File: src/rtl/uart_pkg.sv
// uart_pkg: types and constants shared by the UART transmitter, its TX FIFO and the receiver.
// Latency: n/a (declarations only).
// Backpressure: n/a.
package uart_pkg;

  localparam int UART_DATABITS = 8;

  typedef logic [UART_DATABITS-1:0] uart_word_t;

endpackage

File: src/rtl/uart_fifo_mem.sv
// uart_fifo_mem: DEPTH x WIDTH register array, synchronous write port, asynchronous read port.
// Latency: write visible on rdata_o the cycle after the write edge; read is combinational.
// Backpressure: none; the owner guarantees it never writes a slot that is still unread.
module uart_fifo_mem
  import uart_pkg::*;
#(
  parameter int WIDTH = UART_DATABITS,
  parameter int DEPTH = 16,
  localparam int AW = $clog2(DEPTH)
) (
  input  logic             clk,
  input  logic             we_i,
  input  logic [AW-1:0]    waddr_i,
  input  logic [WIDTH-1:0] wdata_i,
  input  logic [AW-1:0]    raddr_i,
  output logic [WIDTH-1:0] rdata_o
);

  logic [WIDTH-1:0] mem_q [DEPTH];

  // Store the incoming word at the write pointer; contents are never reset.
  always_ff @(posedge clk) begin
    if (we_i) begin
      mem_q[waddr_i] <= wdata_i;
    end
  end

  assign rdata_o = mem_q[raddr_i];

endmodule

File: src/rtl/uart_tx_fifo.sv
// uart_tx_fifo: DEPTH-entry buffer feeding the UART transmitter over a toggle handshake (tx_seq/tx_ack).
// Latency: word pushed at edge N into an empty FIFO with an idle transmitter toggles tx_seq at edge N+1.
// Backpressure: in_ready drops only when full; issue waits for tx_ack == tx_seq. UART_TX_FIFO_LEVEL_EN adds the level port.
module uart_tx_fifo
  import uart_pkg::*;
#(
  parameter int DATABITS = UART_DATABITS,
  parameter int DEPTH    = 16
) (
  input  logic                    clk,
  input  logic                    reset,
  input  logic [DATABITS-1:0]     in_data,
  input  logic                    in_valid,
  output logic                    in_ready,
  output logic [DATABITS-1:0]     tx_data,
  output logic                    tx_seq,
  input  logic                    tx_ack
`ifdef UART_TX_FIFO_LEVEL_EN
  ,
  output logic [$clog2(DEPTH):0]  level
`endif
);

  localparam int AW = $clog2(DEPTH);
  localparam int CW = AW + 1;
  localparam logic [CW-1:0] FULL = CW'(DEPTH);

  logic [AW-1:0]       wr_ptr_q, wr_ptr_d;
  logic [AW-1:0]       rd_ptr_q, rd_ptr_d;
  logic [CW-1:0]       count_q = '0;
  logic [CW-1:0]       count_d;
  logic [DATABITS-1:0] tx_data_q = '0;
  logic                tx_seq_q = 1'b0;
  logic [DATABITS-1:0] mem_rdata;

  logic push;
  logic busy;
  logic issue;

  // Ready depends only on the registered occupancy, so there is no combinational
  // path from in_valid or tx_ack to in_ready and no pass-through when full.
  assign in_ready = (count_q != FULL);
  assign push     = in_valid && in_ready && !reset;

  // The transmitter is busy while it has not yet acknowledged the last toggle;
  // no explicit handshake state is kept beyond tx_seq itself.
  assign busy  = (tx_seq_q != tx_ack);
  assign issue = !reset && !busy && (count_q != '0);

  uart_fifo_mem #(
    .WIDTH (DATABITS),
    .DEPTH (DEPTH)
  ) u_mem (
    .clk     (clk),
    .we_i    (push),
    .waddr_i (wr_ptr_q),
    .wdata_i (in_data),
    .raddr_i (rd_ptr_q),
    .rdata_o (mem_rdata)
  );

  // Next-state pointers and occupancy; a simultaneous push and issue leaves count unchanged.
  always_comb begin
    wr_ptr_d = wr_ptr_q;
    rd_ptr_d = rd_ptr_q;
    count_d  = count_q;
    if (push) begin
      wr_ptr_d = wr_ptr_q + 1'b1;
    end
    if (issue) begin
      rd_ptr_d = rd_ptr_q + 1'b1;
    end
    case ({push, issue})
      2'b10:   count_d = count_q + 1'b1;
      2'b01:   count_d = count_q - 1'b1;
      default: count_d = count_q;
    endcase
  end

  // Pointer/occupancy registers; reset discards every queued word.
  always_ff @(posedge clk) begin
    if (reset) begin
      wr_ptr_q <= '0;
      rd_ptr_q <= '0;
      count_q  <= '0;
    end else begin
      wr_ptr_q <= wr_ptr_d;
      rd_ptr_q <= rd_ptr_d;
      count_q  <= count_d;
    end
  end

  // Hand the head word to the transmitter; tx_seq is deliberately left alone by
  // reset because the transmitter realigns its ack to seq on the same reset.
  always_ff @(posedge clk) begin
    if (reset) begin
      tx_data_q <= '0;
    end else if (issue) begin
      tx_data_q <= mem_rdata;
      tx_seq_q  <= ~tx_seq_q;
    end
  end

  assign tx_data = tx_data_q;
  assign tx_seq  = tx_seq_q;

`ifdef UART_TX_FIFO_LEVEL_EN
  assign level = count_q;
`endif

endmodule

File: config.mk
export PLATFORM = sky130hd
export DESIGN_NAME = uart_tx_fifo
export DESIGN_NICKNAME = d
export VERILOG_FILES = /design/src/rtl/uart_pkg.sv /design/src/rtl/uart_fifo_mem.sv /design/src/rtl/uart_tx_fifo.sv
export SDC_FILE = /design/constraint.sdc
export NUM_CORES = 1
export LEC_CHECK = 0
export ABC_AREA = 1
export CAP_MARGIN = 5
export CORE_ASPECT_RATIO = 1.75
export CORE_MARGIN = 3
export CORE_UTILIZATION = 60
export CTS_CLUSTER_SIZE = 30
export DETAILED_ROUTE_END_ITERATION = 10
export MAX_ROUTING_LAYER = met4
export PLACE_DENSITY = 0.78
export SYNTH_ARGS = -nofsm -noshare
export SYNTH_HDL_FRONTEND = slang
export SYNTH_SLANG_ARGS = --single-unit
File: constraint.sdc
create_clock -name clk -period 3.2 [get_ports clk]
set_clock_uncertainty 0.1 [all_clocks]
set_input_delay 0.64 -clock clk [delete_from_list [all_inputs] [get_ports clk]]
set_output_delay 0.64 -clock clk [all_outputs]
set_load 0.01 [all_outputs]
; Word level (Yosys, flattened, before mapping)
; Memory sizes are Yosys's and may differ from the RTL's. A register that Yosys moved wholly into a read port is not among the register bits.
; Index checks and enable logic that the tools add are counted.
[op_classes]
addsub = 4
n_eq_ne = 4
n_mux = 3
bitwise_logic = 2
reduce_logical = 9
[op_table]
columns = operator, n
row1 = 5-bit case mux with 2 select lines, 1
row2 = 4-bit by 1-bit adder with 4-bit output (second input constant), 2
row3 = 5-bit by 1-bit adder with 5-bit output (second input constant), 1
row4 = 5-bit inequality test (second input constant), 1
row5 = 5-bit nonzero test, 1
row6 = 5-bit by 1-bit subtractor with 5-bit output (second input constant), 1
row7 = 1-bit logical AND, 4
row8 = 2-bit by 1-bit == test with 1-bit output (second input constant), 1
row9 = 2-bit == test (second input constant), 1
row10 = 1-bit logical NOT, 2
row11 = 1-bit 2-to-1 mux, 2
row12 = 1-bit inverter, 2
row13 = 2-bit AND reduction, 1
row14 = 2-bit nonzero test, 1
row15 = 1-bit inequality test, 1
[word_totals]
regBits = 14
ram_bits = 128
out_inout_bits = 10
word_cells = 27
memories = 1
[mem_list]
columns = name, depth, width, read_ports, rd_ports_with_merged_regs, write_ports, line
row1 = u_mem.mem_q, 16, 8, 1, 1, 1, uart_fifo_mem.sv:19  ; logic [WIDTH-1:0] mem_q [DEPTH];

; Depth between registers and ports, before layout
; Gate-level depths: netlist of the first run.
[depth]
word_depth = 6
depth_mapped = 17

; Modules after synthesis
; A second synthesis of the first run with hierarchy kept.
[hier_totals]
hier_cells = 696
hier_area_um2 = 6707.7
[modules_own_cells]
columns = module, instances, cells_per_inst, area_per_inst_um2
row1 = uart_fifo_mem, 1, 543, 5606.6
row2 = uart_tx_fifo, 1, 153, 1101.1

; Worst setup path before layout of the first run
; Ideal clock, no wire load.
[synth_path]
path_kind = input -> register
from = in reset
to = reg count_q[4]
setup_ns = 0.072
arrival_ns = 2.255
setup_slack_ns = 0.773
stages = 17
n_path_buf = 1
path_cell_list = inv_2 > o21ai_0 > a21oi_1 > o21ai_2 > inv_2 > buf_6 > ha_1 > xor2_1 > ha_1 > inv_1 > nand2_1 > nand3_1 > nand2_1 > nand2_1 > nand2_1 > nand2_1 > a21oi_1
[synth_via]
elab_chain_len = 5
word_cells_on_any_way = 8
[synth_lines]
columns = element, line
row1 = start: declaration, uart_tx_fifo.sv:11  ; input logic reset,
row2 = 1-bit logical NOT (*), uart_tx_fifo.sv:48  ; assign issue = !reset && !busy && (count_q != '0);
row3 = 1-bit logical AND (*) (2 in a row), uart_tx_fifo.sv:48
row4 = net issue, uart_tx_fifo.sv:38  ; logic issue;
row5 = 2-bit by 1-bit == test with 1-bit output or 2-bit == test (tied branches), uart_tx_fifo.sv:73  ; case ({push, issue})
row6 = 5-bit case mux with 2 select lines or 2-bit nonzero test (tied branches), --
row7 = end signal: assignment, uart_tx_fifo.sv:89  ; count_q <= count_d;
row8 = end: declaration, uart_tx_fifo.sv:30  ; logic [CW-1:0] count_q = '0;
; Mark *: on every way through the listed nets, which the timed path passes. The rest lies on a longest branch.
; A chain may end at the register's enable or synchronous reset.

; Worst setup path after layout of the first run
[layout_path]
from = in reset
to = reg count_q[4]
[layout_via]
elab_chain_len = 5
word_cells_on_any_way = 8
[layout_lines]
columns = element, line
row1 = 1-bit logical NOT, "uart_tx_fifo.sv:43, uart_tx_fifo.sv:48"
row2 = 1-bit logical AND (2 in a row), uart_tx_fifo.sv:48
row3 = 2-bit by 1-bit == test with 1-bit output or 2-bit == test (tied branches), uart_tx_fifo.sv:73
row4 = 5-bit case mux with 2 select lines or 2-bit nonzero test (tied branches), --
; Several ways; a longest one is shown, not always the timed one.

==> out/metrics.yaml, run 1 <==
layout:
  nets: 728
  drive_gt1_frac: 0.0795
  area_delta_synth_final_pct: 14.1
  multi_input_area_sq_um: 1770
  n_fill_cell: 722
  fin_cells: 847
  fin_area_sq_um: 7540
  final_util: 0.705
  seqCellArea_sq_um: 4300
  diodes: 0
routing:
  vias: 4762
  drc_errors: 0
  drtPass1Iterations: 5
  wire_per_inst_um: 18.1
  ant_nets: 0
  drt_iter0_drc: 394
  wirelength_mm: 15.3
  via_per_inst: 5.62
synthesis:
  ys_async_sr_fraction: 0
  ys_ff_latch: 150
  synth_most_common_cell: "nand2_1"
  synth_cell_type_count: 23
  yosysTopAreaCell: "edfxtp_1"
  ys_seq_area_frac: 0.650
  yosys_most_used_dff: "edfxtp_1"
  synth_top_cells_by_count: "nand2_1, edfxtp_1, nand3_1, inv_1, nor2_1"
  synthesis.area_sq_um: 6610
  synth.top_cell.area_share: 0.586
  synth_nets: 694
  synth_edf_count: 129
  yosysWarnings: 0
  yosys-top-cells-area: "edfxtp_1, nand2_1, nand3_1"
  synthCells: 674
  syn_area_per_cell_sq_um: 9.80
power_and_ir_drop:
  total_power_mw: 5.74
  powerDensity_nw_per_um2: 761
  max-vdd-ir-drop_uv: 532
  leakage_nw: 3.23
die:
  die-area_sq_um: 12400
  core_area_sq_um: 10700
  rows: 50
  start_util: 0.618
  ioPinCount: 22
  die_y_um: 145
  die_x_um: 85.3
placed_design:
  dp_hpwl_mm: 9.77
  numPlacedInstances: 819
  placed_area_sq_um: 7000
  post-place-ws_ns: 0.224
  routabilityCongestion: 0.917
  portBuffers: 21
timing:
  hold_viol_final: 0
  setup_ws_ns: 0.563
  slew_headroom: 0.529
  fin_crit_sh: 0.824
  setup_viol: 0
  hold_ws_ns: 0.429
  fmax_mhz: 379
  fin_crit_ns: 2.64
  tns_ns: 0
  slew_violations: 0
  tightest_slew_ns: 0.706
  rsz0062_at_grt: "false"
worst_setup_path:
  crit_arrival_ns: 2.89
  worst-setup-path-type: "in -> reg"
  setup.worst_path.end_class: "flop"
  r2r_slack_ns: 0.61
  cp_max_fo: 10
  cp.required_ns: 3.46
  critPathLaunchType: "input port"
cts:
  ctsResizeCount: 0
  htree_levels: 4
  cts.sinks: 150
  cts_tree: "done"
  cts_buffers: 17
  cts_setup_buffers: 0
  clk_pin_slew_ns: 0.06
  ctsHoldBuffers: 0
  root_buffer: "clkbuf_16"
  clk_path_buf_depth: 2
  clk_latency_ns: 0.42
global_route:
  grtUsageTotal: 0.270
  grt_overflow: 0
  grt_max_degree: 67
  grt_pass1_vias: 4743
  antenna_found_initial: 0
  grt_pass1_wl_mm: 24.1
worst_hold_path:
  hp-class: "reg -> reg"
run:
  maxCapViolations: 0
outcome:
  status: "finished clean"
logic make-up after synthesis:
kind of cell / after synthesis / share of synthesized area
AND/OR/NAND/NOR: 354 / 0.222
flip-flops: 150 / 0.650
buffers and inverters: 127 / 0.0820
AO/OA/AOI/OAI: 29 / 0.0233
adder cells (fa/ha/maj): 8 / 0.0151
XOR/XNOR: 6 / 0.00795
final cells by class:
cell class	instances	share of cell area
timing repair buffer	45	0.0535
clock buffer	18	0.0569
sequential	150	0.570
clock inverter	10	0.0148
tap	130	0.0216
inverter	97	0.0483
multi-input combinational	397	0.235
per-layer routing:
layer  GRT usage  wire, um  up-vias
met2       0.474      8420      208
met1       0.280      5380     2252
met4       0.153       805        0
li1            -         -     2250
met5           -         0        -
met3      0.0510       723       52
where the power goes:
part / leakage [nW] / total, mW / switching, mW / internal [mW]
logic: 1.63 / 1.61 / 1.10 / 0.514
clock network: 0.262 / 1.84 / 0.717 / 1.12
registers: 1.34 / 2.29 / 0.0640 / 2.22
total: 3.23 / 5.74 / 1.88 / 3.86
final timing paths:
| path | start | end | depth (start not counted) |
|---|---|---|---|
| worst max register to register | count_q[0] | count_q[4] | 16 |
| worst min-delay path | count_q[1] | count_q[1] | 2 |
| worst max-delay path | reset | count_q[4] | 15 |
| worst min register to register | count_q[1] | count_q[1] | 2 |
sequential cells by signal (all words and copies together), names as in the netlist:
signal,count
tx_seq,1
tx_data,8
u_mem.mem_q,128
rd_ptr_q,4
count_q,5
wr_ptr_q,4
worst max-delay path, cell delays in order:
cell and delay (ns):
clkdlybuf4s50_1 0.44, buf_4 0.20, nor2_4 0.17, inv_1 0.09
ha_1 0.28, xor2_1 0.23, ha_1 0.20, inv_1 0.06
nand2_1 0.13, nand3_1 0.14, nand2_1 0.08, nand2_1 0.05
nand2_1 0.05, nand2_1 0.04, a21oi_1 0.10
cell usage in the layout (no fill, tap or decap), types with 3 or more instances in the layout:
master and n:
a21oi_1 10, buf_4 23, clkbuf_16 17, clkdlybuf4s50_1 21
clkinv_1 3, clkinv_4 3, dfxtp_1 20, edfxtp_1 129
ha_1 8, inv_1 92, inv_2 4, nand2_1 217
nand3_1 98, nor2_1 35, o21ai_0 16, xor2_1 6
No activity file was read; power rests on OpenSTA's default activity.
==> inputs of run 2 (changes only) <==
==> constraint.sdc (replaced) <==
create_clock -name clk -period 2.5 [get_ports clk]
set_clock_uncertainty 0.1 [all_clocks]
set_input_delay 0.5 -clock clk [delete_from_list [all_inputs] [get_ports clk]]
set_output_delay 0.5 -clock clk [all_outputs]
set_load 0.01 [all_outputs]
==> out/metrics.yaml, run 2 (synthesis gave the netlist of run 1 again) <==
global_route:
  grt_pass1_wl_mm: 25.1
  grt_pass1_vias: 4952
  grtUsageTotal: 0.280
  antenna_found_initial: 0
  grt_max_degree: 49
  grt_overflow: 0
worst_hold_path:
  hp-class: "reg -> reg"
placed_design:
  placed_area_sq_um: 7090
  portBuffers: 21
  post-place-ws_ns: -0.241
  dp_hpwl_mm: 9.96
  routabilityCongestion: 0.897
routing:
  ant_nets: 0
  drtPass1Iterations: 5
  wirelength_mm: 15.7
  vias: 4899
  drc_errors: 0
  via_per_inst: 5.67
  drt_iter0_drc: 470
  wire_per_inst_um: 18.1
timing:
  fmax_mhz: 410
  fin_crit_ns: 2.44
  fin_crit_sh: 0.976
  setup_viol: 0
  tightest_slew_ns: 0.692
  setup_ws_ns: 0.0599
  rsz0062_at_grt: "true"
  hold_viol_final: 0
  slew_violations: 0
  hold_ws_ns: 0.410
  slew_headroom: 0.537
outcome:
  status: "finished clean"
die:
  die_x_um: 85.3
  die-area_sq_um: 12400
  ioPinCount: 22
  core_area_sq_um: 10700
  die_y_um: 145
  start_util: 0.618
  rows: 50
cts:
  ctsHoldBuffers: 0
  clk_path_buf_depth: 2
  htree_levels: 4
  cts.sinks: 150
  clk_pin_slew_ns: 0.06
  cts_buffers: 17
  clk_latency_ns: 0.42
  root_buffer: "clkbuf_16"
  cts_tree: "done"
worst_setup_path:
  reg2regPathDepth: 16
  cpLargestDelayFamily: "buffers and inverters"
  cp_num_buf_inv: 2
  crit_arrival_ns: 1.84
  path_cells: "nor2_2 > nand4_1 > buf_4 > clkdlybuf4s50_1"
  worst-setup-path-type: "reg -> out"
  critical_path.startpoint: "count_q[0]"
  slowest_delay_ns: 0.47
  r2r-end: "count_q[3]"
  cp_slowest_cell: "clkdlybuf4s50_1"
  endpoint: "in_ready"
  critPathLaunchType: "flop"
  cp_num_cells: 4
  r2r_slack_ns: 0.09
  r2r-start: "count_q[0]"
  cp_max_fo: 4
  setup.worst_path.end_class: "output port"
  cp.required_ns: 1.90
layout:
  nets: 741
  area_delta_synth_final_pct: 17.3
  diodes: 0
  layout_commonest_cell: "nand2_1"
  regMostFlops: "u_mem.mem_q"
  largest_reg_flops: 128
  drive_gt1_frac: 0.105
  final_cell_mix: "nand2_1, edfxtp_1, nand3_1"
  fin_area_sq_um: 7750
run:
  maxCapViolations: 0
power_and_ir_drop:
  powerDensity_nw_per_um2: 999
  leakage_nw: 3.35
  max-vdd-ir-drop_uv: 848
==> run 2: cell count changes in the layout (fill, tap and decap cells not counted), moves of 2 or more <==
| cell | change |
|---|---|
| inv_6 | +3 |
| clkinv_2 | -2 |
| buf_4 | +12 |
| inv_8 | +3 |
| bufinv_16 | +2 |
==> run 2: area by class of cell <==
class	count	area, sq um
tap	130	163
multi-input combinational	397	1770
clock inverter	15	218
inverter	97	364
timing repair buffer	58	513
fill	719	2950
sequential	150	4300
clock buffer	17	425
==> run 2: worst min-delay path by stage <==
| stage | cells after the start | start | slack [ns] | to |
|---|---|---|---|---|
| 2_1_floorplan | 2 | wr_ptr_q[2] | 0.37 | wr_ptr_q[2] |
| 3_3_place_gp | 2 | wr_ptr_q[2] | 0.39 | wr_ptr_q[2] |
| 3_5_place_dp | 2 | wr_ptr_q[2] | 0.40 | wr_ptr_q[2] |
| 4_1_cts | 2 | wr_ptr_q[2] | 0.40 | wr_ptr_q[2] |
| 5_1_grt | 2 | wr_ptr_q[2] | 0.44 | wr_ptr_q[2] |
| 6_report | 2 | wr_ptr_q[2] | 0.41 | wr_ptr_q[2] |
==> run 2: layer usage <==
| layer | up-vias | wire length (um) | global-route usage |
|---|---|---|---|
| met5 | - | 0 | - |
| met4 | 0 | 979 | 0.192 |
| met3 | 75 | 1050 | 0.0527 |
| met2 | 259 | 8290 | 0.462 |
| met1 | 2287 | 5340 | 0.303 |
| li1 | 2278 | - | - |
==> run 2: where the power goes <==
part           internal, mW  switching (mW)
clock                  1.70            1.05
sequential             2.84           0.131
combinational         0.705            1.32
==> run 2: tightest hold or removal path, stage by stage, from the launching register on <==
cell and delay, ns:
dfxtp_1 0.33, nand2_1 0.08, a21oi_1 0.05
==> run 2: stage by stage <==
| stage | std cells | setup TNS, ns | total power [mW] | util |
|---|---|---|---|---|
| finish | 864 | 0 | 7.75 | 0.725 |
| global route | 864 | -0.0887 | 8.13 | 0.725 |
| CTS | 862 | 0 | 7.75 | 0.723 |
| detailed placement | 830 | -0.559 | 5.00 | 0.663 |
| global placement | 830 | -0.149 | 4.92 | 0.663 |
| floorplan | 674 | 0 | 4.38 | - |
==> run 2: repair_timing <==
item / CTS / global route
gates resized for setup: 0 / 1
endpoints found under the hold margin: 0 / 0
setup endpoints to repair: 0 / 2
setup buffers: 0 / 2
==> RTL change: new RTL, config.mk and constraints of run 2 <==
Set the package constant `UART_DATABITS` to 12 (it was 8).
--- a/src/rtl/uart_pkg.sv
+++ b/src/rtl/uart_pkg.sv
@@ -3,7 +3,7 @@
 // Backpressure: n/a.
 package uart_pkg;
 
-  localparam int UART_DATABITS = 8;
+  localparam int UART_DATABITS = 12;
 
   typedef logic [UART_DATABITS-1:0] uart_word_t;
 
Interface: changed (resized in_data and tx_data); port bits go from 22 to 30. No check against the original RTL was run, so the function may have changed too.
==> RTL change against run 2 <==
Setup slack better by 0.13 ns; register-to-register slack better by 0.19 ns; routed wire length is 34% higher; sequential cell count is 68 higher; clock power is 12% higher; maximum frequency is 5.6% higher; global-route usage is 1.7 points lower; area after synthesis is 40% higher; final area is 37% higher; combinational power is 4% lower; sequential power is 44% higher; power is 20% higher; highest routed layer unchanged; hold slack better by 0.0018 ns; count of clock-buffer cells in the layout is 10 higher; critical endpoint unchanged.
==> RTL change: results (changes against run 2) <==
\begin{tabular}{lr}
\hline
Metric & Value \\
\hline
\multicolumn{2}{l}{\textbf{Synthesis}} \\
Cells taking the most area after synthesis & sky130\_fd\_sc\_hd\_\_edfxtp\_1 63\%, sky130\_fd\_sc\_hd\_\_nand2\_1 9.8\%, sky130\_fd\_sc\_hd\_\_dfxtp\_1 5.4\%, sky130\_fd\_sc\_hd\_\_nand3\_1 4.3\%, sky130\_fd\_sc\_hd\_\_nor2\_1 4.0\% (was sky130\_fd\_sc\_hd\_\_edfxtp\_1 59\%, sky130\_fd\_sc\_hd\_\_nand2\_1 12\%, sky130\_fd\_sc\_hd\_\_nand3\_1 7.4\%, sky130\_fd\_sc\_hd\_\_dfxtp\_1 6.4\%, sky130\_fd\_sc\_hd\_\_inv\_1 5.2\%) \\
Avg Inst Size Synth & 10.8 µm² (was 9.80 µm²) \\
Compound-gate portion of the synthesized area & 4.90\% (was 2.33\%) \\
Post-synth net total & 878 (was 694) \\
Synthesized-area fraction occupied by xor and xnor cells & 0.475\% (was 0.795\%) \\
\multicolumn{2}{l}{\textbf{Global routing}} \\
GR Util All Layers & 26.3\% (was 28.0\%) \\
Maximum number of pins on one net before global-route repair & 55 (was 49) \\
Met2 usage in global routing & 44.5\% (was 46.2\%) \\
Met3 capacity usage during global routing & 3.36\% (was 5.27\%) \\
\multicolumn{2}{l}{\textbf{Clock network}} \\
CTS H-tree depth & 1 (was 4) \\
Num CTS Buffers & 20 (was 17) \\
Bufs on Longest Clock Path & 3 (was 2) \\
\multicolumn{2}{l}{\textbf{Drt}} \\
Wire length on met1 & 7970 µm (was 5340 µm) \\
Iter 0 DRT Violations & 563 (was 470) \\
\multicolumn{2}{l}{\textbf{Status}} \\
Run status & completed (unchanged) \\
\multicolumn{2}{l}{\textbf{Layout}} \\
Number of flip-flops under the largest register name & 192 (was 128) \\
Nets & 941 (was 741) \\
Proportion of layout cells with a drive suffix above 1 & 11.4\% (was 10.5\%) \\
\multicolumn{2}{l}{\textbf{Pwr}} \\
Leakage power & 4.15 nW (was 3.35 nW) \\
Max rail drop VDD & 0.000764 V (was 0.000848 V) \\
Power of the clock network & 3.08 mW (was 2.75 mW) \\
\multicolumn{2}{l}{\textbf{Setup path}} \\
Critical R2R Launch & count\_q[3] (was count\_q[0]) \\
Data arrival, critical path & 1.71 ns (was 1.84 ns) \\
\multicolumn{2}{l}{\textbf{Placed design}} \\
Final Wtd Congestion & 0.925 (was 0.897) \\
Post-detailed-placement half-perimeter wirelength & 13800 µm (was 9960 µm) \\
\hline
\end{tabular}
==> RTL change: cell types whose count changed in the layout (fill, tap and decap cells not counted), moves of 7 or more <==
| cell | before | now |
|---|---|---|
| sky130_fd_sc_hd__clkdlybuf4s50_1 | 21 | 29 |
| sky130_fd_sc_hd__buf_4 | 35 | 46 |
| sky130_fd_sc_hd__nand3_2 | 0 | 7 |
| sky130_fd_sc_hd__nand2_1 | 217 | 242 |
| sky130_fd_sc_hd__nor2_1 | 34 | 98 |
| sky130_fd_sc_hd__a21oi_1 | 10 | 23 |
| sky130_fd_sc_hd__o211ai_1 | 0 | 11 |
| sky130_fd_sc_hd__inv_1 | 92 | 64 |
| sky130_fd_sc_hd__nand3_1 | 98 | 80 |
| sky130_fd_sc_hd__edfxtp_1 | 129 | 193 |
| sky130_fd_sc_hd__o21ai_0 | 16 | 35 |
==> RTL change: layout make-up <==
class	count	area, µm²
clock inverters	9	97.6
well taps	183	229
inverters	69	267
flip-flops and latches	218	6300
clock buffers	27	568
multi-input cells	526	2410
fillers	1062	4340
repair buffers	82	776
==> RTL change: path summary, 6_finish.rpt <==
| check | slack, ns | to |
|---|---|---|
| worst min register to register | 0.41 | wr_ptr_q[2] |
| worst max-delay path | 0.19 | in_ready |
| worst max register to register | 0.28 | count_q[4] |
| worst min-delay path | 0.41 | wr_ptr_q[2] |
==> RTL change: worst min-delay path, delay by kind of cell (launching register included) <==
family | cells | cell delay, ns
DFF | 1 | 0.34
and+or+nand+nor | 1 | 0.07
AOI/OAI and AO/OA | 1 | 0.05
==> RTL change: metrics by stage <==
stage	instances	area, µm²	setup WS, ns
after global placement	1078	9980	-0.285
after floorplan	854	9220	0.000463
final	1114	10600	0.189
after CTS	1114	10600	0.150
after global routing	1114	10600	0.0460
after detailed placement	1078	9980	-0.313
